$ cat src/rtl/alu_seq_ctrl_if.sv
// Bundle of the request, ALU and retire signals of alu_seq_ctrl.
// slave  : controller view (takes requests, drives ALU operands and retire outputs).
// master : mirror view for the decode/operand-fetch, ALU and register-file side.
//   req_valid/req_ready  op handshake; req_cond/opc/s/rd/a/b/shc op fields
//   alu_a/alu_b/alu_sel  ALU operands and select; alu_res 64-bit ALU result (bit 32 = carry)
//   flags_load/flags_in  MSR-style NZCV write
//   wr_en/wr_addr/wr_data register-file write; done retire pulse; flags NZCV register
interface alu_seq_ctrl_if #(
    parameter int DW = 32
);
    logic          req_valid;
    logic          req_ready;
    logic [3:0]    req_cond;
    logic [3:0]    req_opc;
    logic          req_s;
    logic [3:0]    req_rd;
    logic [DW-1:0] req_a;
    logic [DW-1:0] req_b;
    logic          req_shc;
    logic [DW-1:0] alu_a;
    logic [DW-1:0] alu_b;
    logic [3:0]    alu_sel;
    logic [2*DW-1:0] alu_res;
    logic          flags_load;
    logic [3:0]    flags_in;
    logic          wr_en;
    logic [3:0]    wr_addr;
    logic [DW-1:0] wr_data;
    logic          done;
    logic [3:0]    flags;

    modport slave (
        input  req_valid, req_cond, req_opc, req_s, req_rd, req_a, req_b, req_shc,
        input  alu_res, flags_load, flags_in,
        output req_ready, alu_a, alu_b, alu_sel, wr_en, wr_addr, wr_data, done, flags
    );

    modport master (
        output req_valid, req_cond, req_opc, req_s, req_rd, req_a, req_b, req_shc,
        output alu_res, flags_load, flags_in,
        input  req_ready, alu_a, alu_b, alu_sel, wr_en, wr_addr, wr_data, done, flags
    );
endinterface

$ cat src/rtl/alu_seq_ctrl.sv
// Sequencing controller for the 32-bit data-processing ALU.
// Accepts one op at a time, evaluates the ARM condition against the NZCV register it owns,
// drives the ALU for one or two passes (ADC/SBC/RSC need a second +/-1 pass because the ALU
// has no carry-in), then retires with a single-cycle register write and a flag update.
// Ports:
//   clk  clock
//   rst  synchronous active-high reset
//   bus  alu_seq_ctrl_if.slave (request handshake, ALU operands/result, retire, flags)
module alu_seq_ctrl #(
    parameter int DW = 32
) (
    input logic          clk,
    input logic          rst,
    alu_seq_ctrl_if.slave bus
);

    typedef enum logic [1:0] {StIdle, StPass1, StPass2, StRetire} state_e;

    localparam logic [3:0] OpSub = 4'b0010;
    localparam logic [3:0] OpRsb = 4'b0011;
    localparam logic [3:0] OpAdd = 4'b0100;
    localparam logic [3:0] OpAdc = 4'b0101;
    localparam logic [3:0] OpSbc = 4'b0110;
    localparam logic [3:0] OpRsc = 4'b0111;
    localparam logic [3:0] OpCmp = 4'b1010;
    localparam logic [3:0] OpCmn = 4'b1011;

    state_e        state_q, state_d;
    logic [3:0]    cond_q, cond_d;
    logic [3:0]    opc_q, opc_d;
    logic          s_q, s_d;
    logic [3:0]    rd_q, rd_d;
    logic [DW-1:0] a_q, a_d;
    logic [DW-1:0] b_q, b_d;
    logic          shc_q, shc_d;
    logic [DW-1:0] res_q, res_d;
    logic          b1_q, b1_d;
    logic          b2_q, b2_d;
    logic          squash_q, squash_d;
    logic [3:0]    flags_q, flags_d;

    logic          is_test;
    logic [3:0]    new_flags;
    logic          unused_res;

    assign unused_res = ^bus.alu_res[2*DW-1:DW+1];
    // TST/TEQ/CMP/CMN only set flags, never write the register file.
    assign is_test    = (opc_q[3:2] == 2'b10);
    assign bus.flags  = flags_q;

    function automatic logic cond_pass(input logic [3:0] c, input logic [3:0] f);
        logic n, z, cf, v;
        n  = f[3];
        z  = f[2];
        cf = f[1];
        v  = f[0];
        case (c)
            4'b0000: cond_pass = z;
            4'b0001: cond_pass = !z;
            4'b0010: cond_pass = cf;
            4'b0011: cond_pass = !cf;
            4'b0100: cond_pass = n;
            4'b0101: cond_pass = !n;
            4'b0110: cond_pass = v;
            4'b0111: cond_pass = !v;
            4'b1000: cond_pass = cf && !z;
            4'b1001: cond_pass = !cf || z;
            4'b1010: cond_pass = (n == v);
            4'b1011: cond_pass = (n != v);
            4'b1100: cond_pass = !z && (n == v);
            4'b1101: cond_pass = z || (n != v);
            4'b1110: cond_pass = 1'b1;
            default: cond_pass = 1'b0;
        endcase
    endfunction

    // NZCV from the final result; C/V depend on the op family.
    always_comb begin
        new_flags[3] = res_q[DW-1];
        new_flags[2] = (res_q == '0);
        new_flags[1] = shc_q;
        new_flags[0] = flags_q[0];
        case (opc_q)
            OpAdd, OpAdc, OpCmn: begin
                new_flags[1] = b1_q | b2_q;
                new_flags[0] = (a_q[DW-1] == b_q[DW-1]) && (res_q[DW-1] != a_q[DW-1]);
            end
            OpSub, OpSbc, OpCmp: begin
                new_flags[1] = ~b1_q & ~b2_q;
                new_flags[0] = (a_q[DW-1] != b_q[DW-1]) && (res_q[DW-1] != a_q[DW-1]);
            end
            OpRsb, OpRsc: begin
                new_flags[1] = ~b1_q & ~b2_q;
                new_flags[0] = (b_q[DW-1] != a_q[DW-1]) && (res_q[DW-1] != b_q[DW-1]);
            end
            default: ;
        endcase
    end

    always_comb begin
        state_d       = state_q;
        cond_d        = cond_q;
        opc_d         = opc_q;
        s_d           = s_q;
        rd_d          = rd_q;
        a_d           = a_q;
        b_d           = b_q;
        shc_d         = shc_q;
        res_d         = res_q;
        b1_d          = b1_q;
        b2_d          = b2_q;
        squash_d      = squash_q;
        flags_d       = flags_q;
        bus.req_ready = 1'b0;
        bus.alu_a     = '0;
        bus.alu_b     = '0;
        bus.alu_sel   = 4'b0000;
        bus.wr_en     = 1'b0;
        bus.wr_addr   = 4'b0000;
        bus.wr_data   = '0;
        bus.done      = 1'b0;

        unique case (state_q)
            StIdle: begin
                bus.req_ready = 1'b1;
                if (bus.flags_load) begin
                    flags_d = bus.flags_in;
                end
                if (bus.req_valid) begin
                    cond_d   = bus.req_cond;
                    opc_d    = bus.req_opc;
                    s_d      = bus.req_s;
                    rd_d     = bus.req_rd;
                    a_d      = bus.req_a;
                    b_d      = bus.req_b;
                    shc_d    = bus.req_shc;
                    squash_d = 1'b0;
                    b1_d     = 1'b0;
                    b2_d     = 1'b0;
                    state_d  = StPass1;
                end
            end
            StPass1: begin
                if (!cond_pass(cond_q, flags_q)) begin
                    squash_d = 1'b1;
                    state_d  = StRetire;
                end else begin
                    bus.alu_a = a_q;
                    bus.alu_b = b_q;
                    case (opc_q)
                        OpAdc:   bus.alu_sel = OpAdd;
                        OpSbc:   bus.alu_sel = OpSub;
                        OpRsc:   bus.alu_sel = OpRsb;
                        default: bus.alu_sel = opc_q;
                    endcase
                    res_d = bus.alu_res[DW-1:0];
                    b1_d  = bus.alu_res[DW];
                    b2_d  = 1'b0;
                    // Second pass folds in the carry: +1 for ADC with C, -1 for SBC/RSC without C.
                    if ((opc_q == OpAdc && flags_q[1]) ||
                        ((opc_q == OpSbc || opc_q == OpRsc) && !flags_q[1])) begin
                        state_d = StPass2;
                    end else begin
                        state_d = StRetire;
                    end
                end
            end
            StPass2: begin
                bus.alu_a   = res_q;
                bus.alu_b   = DW'(1);
                bus.alu_sel = (opc_q == OpAdc) ? OpAdd : OpSub;
                res_d       = bus.alu_res[DW-1:0];
                b2_d        = bus.alu_res[DW];
                state_d     = StRetire;
            end
            StRetire: begin
                bus.done = 1'b1;
                if (!squash_q) begin
                    if (!is_test) begin
                        bus.wr_en   = 1'b1;
                        bus.wr_addr = rd_q;
                        bus.wr_data = res_q;
                    end
                    if (s_q || is_test) begin
                        flags_d = new_flags;
                    end
                end
                state_d = StIdle;
            end
            default: state_d = StIdle;
        endcase
    end

    always_ff @(posedge clk) begin
        if (rst) begin
            state_q  <= StIdle;
            cond_q   <= 4'b0000;
            opc_q    <= 4'b0000;
            s_q      <= 1'b0;
            rd_q     <= 4'b0000;
            a_q      <= '0;
            b_q      <= '0;
            shc_q    <= 1'b0;
            res_q    <= '0;
            b1_q     <= 1'b0;
            b2_q     <= 1'b0;
            squash_q <= 1'b0;
            flags_q  <= 4'b0000;
        end else begin
            state_q  <= state_d;
            cond_q   <= cond_d;
            opc_q    <= opc_d;
            s_q      <= s_d;
            rd_q     <= rd_d;
            a_q      <= a_d;
            b_q      <= b_d;
            shc_q    <= shc_d;
            res_q    <= res_d;
            b1_q     <= b1_d;
            b2_q     <= b2_d;
            squash_q <= squash_d;
            flags_q  <= flags_d;
        end
    end

endmodule

$ cat src/flat_wrapper.sv
// flat-port wrapper written by rule: the top's interface ports become plain ports
module alu_seq_ctrl_flat 
#(
    parameter int DW = 32
)
  (clk, rst, bus_req_valid, bus_req_cond, bus_req_opc, bus_req_s, bus_req_rd, bus_req_a, bus_req_b, bus_req_shc, bus_alu_res, bus_flags_load, bus_flags_in, bus_req_ready, bus_alu_a, bus_alu_b, bus_alu_sel, bus_wr_en, bus_wr_addr, bus_wr_data, bus_done, bus_flags);
  alu_seq_ctrl_if #(.DW(DW)) bus_i ();
  input logic clk;
  input logic rst;
  input wire logic [$bits(bus_i.req_valid)-1:0] bus_req_valid;
  input wire logic [$bits(bus_i.req_cond)-1:0] bus_req_cond;
  input wire logic [$bits(bus_i.req_opc)-1:0] bus_req_opc;
  input wire logic [$bits(bus_i.req_s)-1:0] bus_req_s;
  input wire logic [$bits(bus_i.req_rd)-1:0] bus_req_rd;
  input wire logic [$bits(bus_i.req_a)-1:0] bus_req_a;
  input wire logic [$bits(bus_i.req_b)-1:0] bus_req_b;
  input wire logic [$bits(bus_i.req_shc)-1:0] bus_req_shc;
  input wire logic [$bits(bus_i.alu_res)-1:0] bus_alu_res;
  input wire logic [$bits(bus_i.flags_load)-1:0] bus_flags_load;
  input wire logic [$bits(bus_i.flags_in)-1:0] bus_flags_in;
  output wire logic [$bits(bus_i.req_ready)-1:0] bus_req_ready;
  output wire logic [$bits(bus_i.alu_a)-1:0] bus_alu_a;
  output wire logic [$bits(bus_i.alu_b)-1:0] bus_alu_b;
  output wire logic [$bits(bus_i.alu_sel)-1:0] bus_alu_sel;
  output wire logic [$bits(bus_i.wr_en)-1:0] bus_wr_en;
  output wire logic [$bits(bus_i.wr_addr)-1:0] bus_wr_addr;
  output wire logic [$bits(bus_i.wr_data)-1:0] bus_wr_data;
  output wire logic [$bits(bus_i.done)-1:0] bus_done;
  output wire logic [$bits(bus_i.flags)-1:0] bus_flags;
  assign bus_i.req_valid = bus_req_valid;
  assign bus_i.req_cond = bus_req_cond;
  assign bus_i.req_opc = bus_req_opc;
  assign bus_i.req_s = bus_req_s;
  assign bus_i.req_rd = bus_req_rd;
  assign bus_i.req_a = bus_req_a;
  assign bus_i.req_b = bus_req_b;
  assign bus_i.req_shc = bus_req_shc;
  assign bus_i.alu_res = bus_alu_res;
  assign bus_i.flags_load = bus_flags_load;
  assign bus_i.flags_in = bus_flags_in;
  assign bus_req_ready = bus_i.req_ready;
  assign bus_alu_a = bus_i.alu_a;
  assign bus_alu_b = bus_i.alu_b;
  assign bus_alu_sel = bus_i.alu_sel;
  assign bus_wr_en = bus_i.wr_en;
  assign bus_wr_addr = bus_i.wr_addr;
  assign bus_wr_data = bus_i.wr_data;
  assign bus_done = bus_i.done;
  assign bus_flags = bus_i.flags;
  alu_seq_ctrl #(.DW(DW)) u_core (.clk(clk), .rst(rst), .bus(bus_i));
endmodule
$ cat config.mk
export PLATFORM = sky130hd
export DESIGN_NAME = alu_seq_ctrl_flat
export DESIGN_NICKNAME = d
export VERILOG_FILES = /design/src/rtl/alu_seq_ctrl_if.sv /design/src/rtl/alu_seq_ctrl.sv /design/src/flat_wrapper.sv
export SDC_FILE = /design/constraint.sdc
export NUM_CORES = 1
export LEC_CHECK = 0
export BUFFER_PORTS_ARGS = -buffer_cell sky130_fd_sc_hd__buf_2
export CORE_ASPECT_RATIO = 1.1
export CORE_MARGIN = 5
export CORE_UTILIZATION = 25
export CTS_CLUSTER_SIZE = 8
export DETAILED_ROUTE_END_ITERATION = 8
export SYNTH_ARGS = -nofsm -noshare
export SYNTH_HDL_FRONTEND = slang
export SYNTH_SLANG_ARGS = --single-unit
$ cat constraint.sdc
create_clock -name clk -period 4.68 [get_ports clk]
set_input_delay 0.468 -clock clk [delete_from_list [all_inputs] [get_ports clk]]
set_output_delay 0.468 -clock clk [all_outputs]
set_load 0.005 [all_outputs]
==> impl_metrics.yaml <==
run_status:
  status: "completed"
worst_setup_path:
  critical_path_arrival_ns: 2.89
  cp-start-kind: "register"
  reg2reg_slack_ns: 1.97
  ff2ff_path_depth: 7
  path_max_fanout: 31
  end_kind: "output pin"
  path_class: "reg -> out"
  cp.required_ns: 4.21
sta:
  slew_headroom_pct: 31.4
  period_minus_slack_ns: 3.36
  setup-tns-final_ns: 0
  hold_viol: 0
  hold_slack_ns: 0.295
  finClkSkew_ns: 0.0108
  clock.fmax_mhz: 297
  fin_crit_sh_pct: 71.8
  finalMaxSlewViolations: 0
  rsz0062_at_grt: "no"
  worst_slew_pin_slew_ns: 1.03
  setup_viol: 0
logic_synthesis:
  synth_fa_ha_area_share_pct: 0.876
  seq_area_frac_synth_pct: 41.7
  synth_mux_area_share_pct: 6.83
  syn_avg_cell_area_um2: 8.12
  synth-simple-area-share_pct: 26.0
  synth-edff-count: 0
  netlist_instances: 703
  ys_ff_latch: 119
  synth_ff_type: "dfxtp_1"
  syn_nets: 857
  synth_top_family_by_area: "simple AND/OR/NAND/NOR gates"
  synthXorXnorAreaFrac_pct: 0.613
  synth_area_um2: 5710
  synth_cell_type_count: 55
  yosys_warnings: 0
  ys_async_sr_fraction_pct: 0
  synth-compound-area-share_pct: 18.0
clock_network:
  cts_sinks: 119
  numCtsBuffers: 17
  holdBufCountCts: 0
  cts_resized: 0
  clk_latency_ns: 0.40
  cts.clk_slew.worst_paths_ns: 0.06
  cts-root-buf: "clkbuf_16"
  postCtsSetupRepairBufs: 0
  clockBufferDepth: 2
  htree_levels: 4
  cts_tree: "done"
job:
  cap_violations: 0
hold_path:
  hold_path_class: "in -> reg"
  whs_path_depth: 3
route:
  drc: 0
  wirelength_mm: 19.7
  vias: 5573
  ant_nets: 0
  post_drt_via_cell_ratio: 4.57
  drtIter0Drc: 291
  wl_per_cell_um: 16.2
  first_pass_iters: 6
global_routing:
  overflow: 0
  grt_pass1_wl_mm: 30.8
  antenna_found_initial: 2
  grt_pass1_vias: 5596
  grt_max_degree: 84
  grtUsageTotal_pct: 14.9
  grt_use_met1_pct: 18.7
  busiest_layer: "met2"
  grt_util_met3_pct: 3.66
  use_met2_pct: 25.3
floorplan:
  initial_core_util_pct: 25.1
  fp.dieW_um: 154
  core_area_um2: 22700
  die_area_um2: 26000
  rows: 58
  die_y_um: 169
  io_pins: 261
cells_and_area:
  fillerInstances: 2407
  final_area_um2: 7640
  mostFrequentLayoutCells: "buf_2, nand2_1, dfxtp_1, a21oi_1, and2_1"
  layout_commonest_cell: "buf_2"
  drive_gt1_share_pct: 30.5
  syn_to_final_growth_pct: 33.8
  fin_nets: 1059
place:
  gp_congestion: 0.799
  placedInstanceArea_um2: 7020
  io_buffers: 229
  place_hpwl_mm: 13.8
power:
  peakVddDrop_v: 0.000220
  leakage_uw: 0.00347
  powerDensity_nw_per_um2: 561
==> report_power, final <==
group | total, µW | internal (µW) | switching, µW
clock network | 1380 | 891 | 484
registers | 1530 | 1270 | 252
logic | 1390 | 541 | 845
==> stage by stage <==
stage	instances	setup slack [ns]	util [%]	total power [µW]
6_report	1219	1.32	33.6	4290
5_1_grt	1218	1.10	33.6	4570
4_1_cts	1218	1.28	33.6	4350
3_5_place_dp	1186	1.72	30.9	2950
3_3_place_gp	1186	1.73	30.9	2930
2_1_floorplan	703	2.22	-	2510
==> routing by layer <==
metal  vias to the layer above  wire, µm
met5                         -        21
li1                       2794         -
met4                         4       265
met1                      2604      8910
met2                       152      9510
met3                        19      1030
==> path summary, 6_finish.rpt <==
check                                       from               to
worst min-delay path               bus_req_b[27]   u_core.b_q[27]
worst min register to register    u_core.rd_q[0]   u_core.rd_q[0]
worst max register to register  u_core.cond_q[3]  u_core.res_q[3]
worst max-delay path            u_core.cond_q[3]    bus_alu_a[12]
==> cell usage after synthesis, types with 2 or more instances <==
cell type / n / share of area, %
buf_1: 3 / 0.20
nand3_1: 3 / 0.26
a311oi_1: 2 / 0.31
buf_6: 4 / 0.79
ha_1: 4 / 0.88
dfxtp_1: 119 / 42
or3_1: 2 / 0.22
nand3b_1: 3 / 0.39
nand4_1: 2 / 0.22
nor4_1: 7 / 0.77
nand2b_1: 4 / 0.44
o41ai_1: 2 / 0.31
clkbuf_8: 4 / 0.96
nor2b_1: 2 / 0.22
nor2_1: 43 / 2.8
o21ai_0: 10 / 0.88
or3b_1: 2 / 0.31
mux2i_1: 39 / 6.8
and2_1: 69 / 7.6
a22o_1: 33 / 5.1
nor3_1: 3 / 0.26
nor4_2: 2 / 0.44
buf_2: 6 / 0.53
a31oi_1: 3 / 0.33
and3_1: 2 / 0.22
nand2_1: 161 / 11
a21oi_1: 89 / 7.8
buf_4: 2 / 0.26
clkbuf_1: 34 / 2.2
inv_1: 13 / 0.85
a211oi_1: 4 / 0.53
xor2_1: 4 / 0.61
==> critical path: stages (launching register included) <==
cell,delay [ns]
dfxtp_1,0.58
nand2b_2,0.20
a211oi_1,0.10
o41ai_1,0.67
a311oi_4,0.20
buf_4,0.30
a22o_1,0.29
buf_2,0.13
==> cells by family after synthesis <==
family	count (synthesis)
buffers and inverters	67
muxes	39
xor gates and xnor gates	4
adders and majority gates	4
AOI/OAI and AO/OA	157
DFF	119
and+or+nand+nor	313
==> sequential cells by signal, indices dropped and copies added, names as in the netlist <==
name              count
u_core.rd_q           4
u_core.a_q           32
u_core.bus.flags      4
u_core.b_q           32
u_core.s_q            1
u_core.cond_q         4
u_core.shc_q          1
u_core.squash_q       1
u_core.b2_q           1
u_core.b1_q           1
u_core.state_q        2
u_core.opc_q          4
u_core.res_q         32
==> area by class of cell <==
class,instances,area (µm²),share of cell area (%)
Multi-Input combinational cell,517,3010,39.4
Sequential cell,119,2380,31.2
Timing Repair Buffer,237,1210,15.8
Clock buffer,20,437,5.72
Tap cell,300,375,4.91
Clock inverter,12,178,2.33
Inverter,13,48.8,0.639
Antenna cell,1,2.50,0.0328
Power figures use the tool's default switching activity.
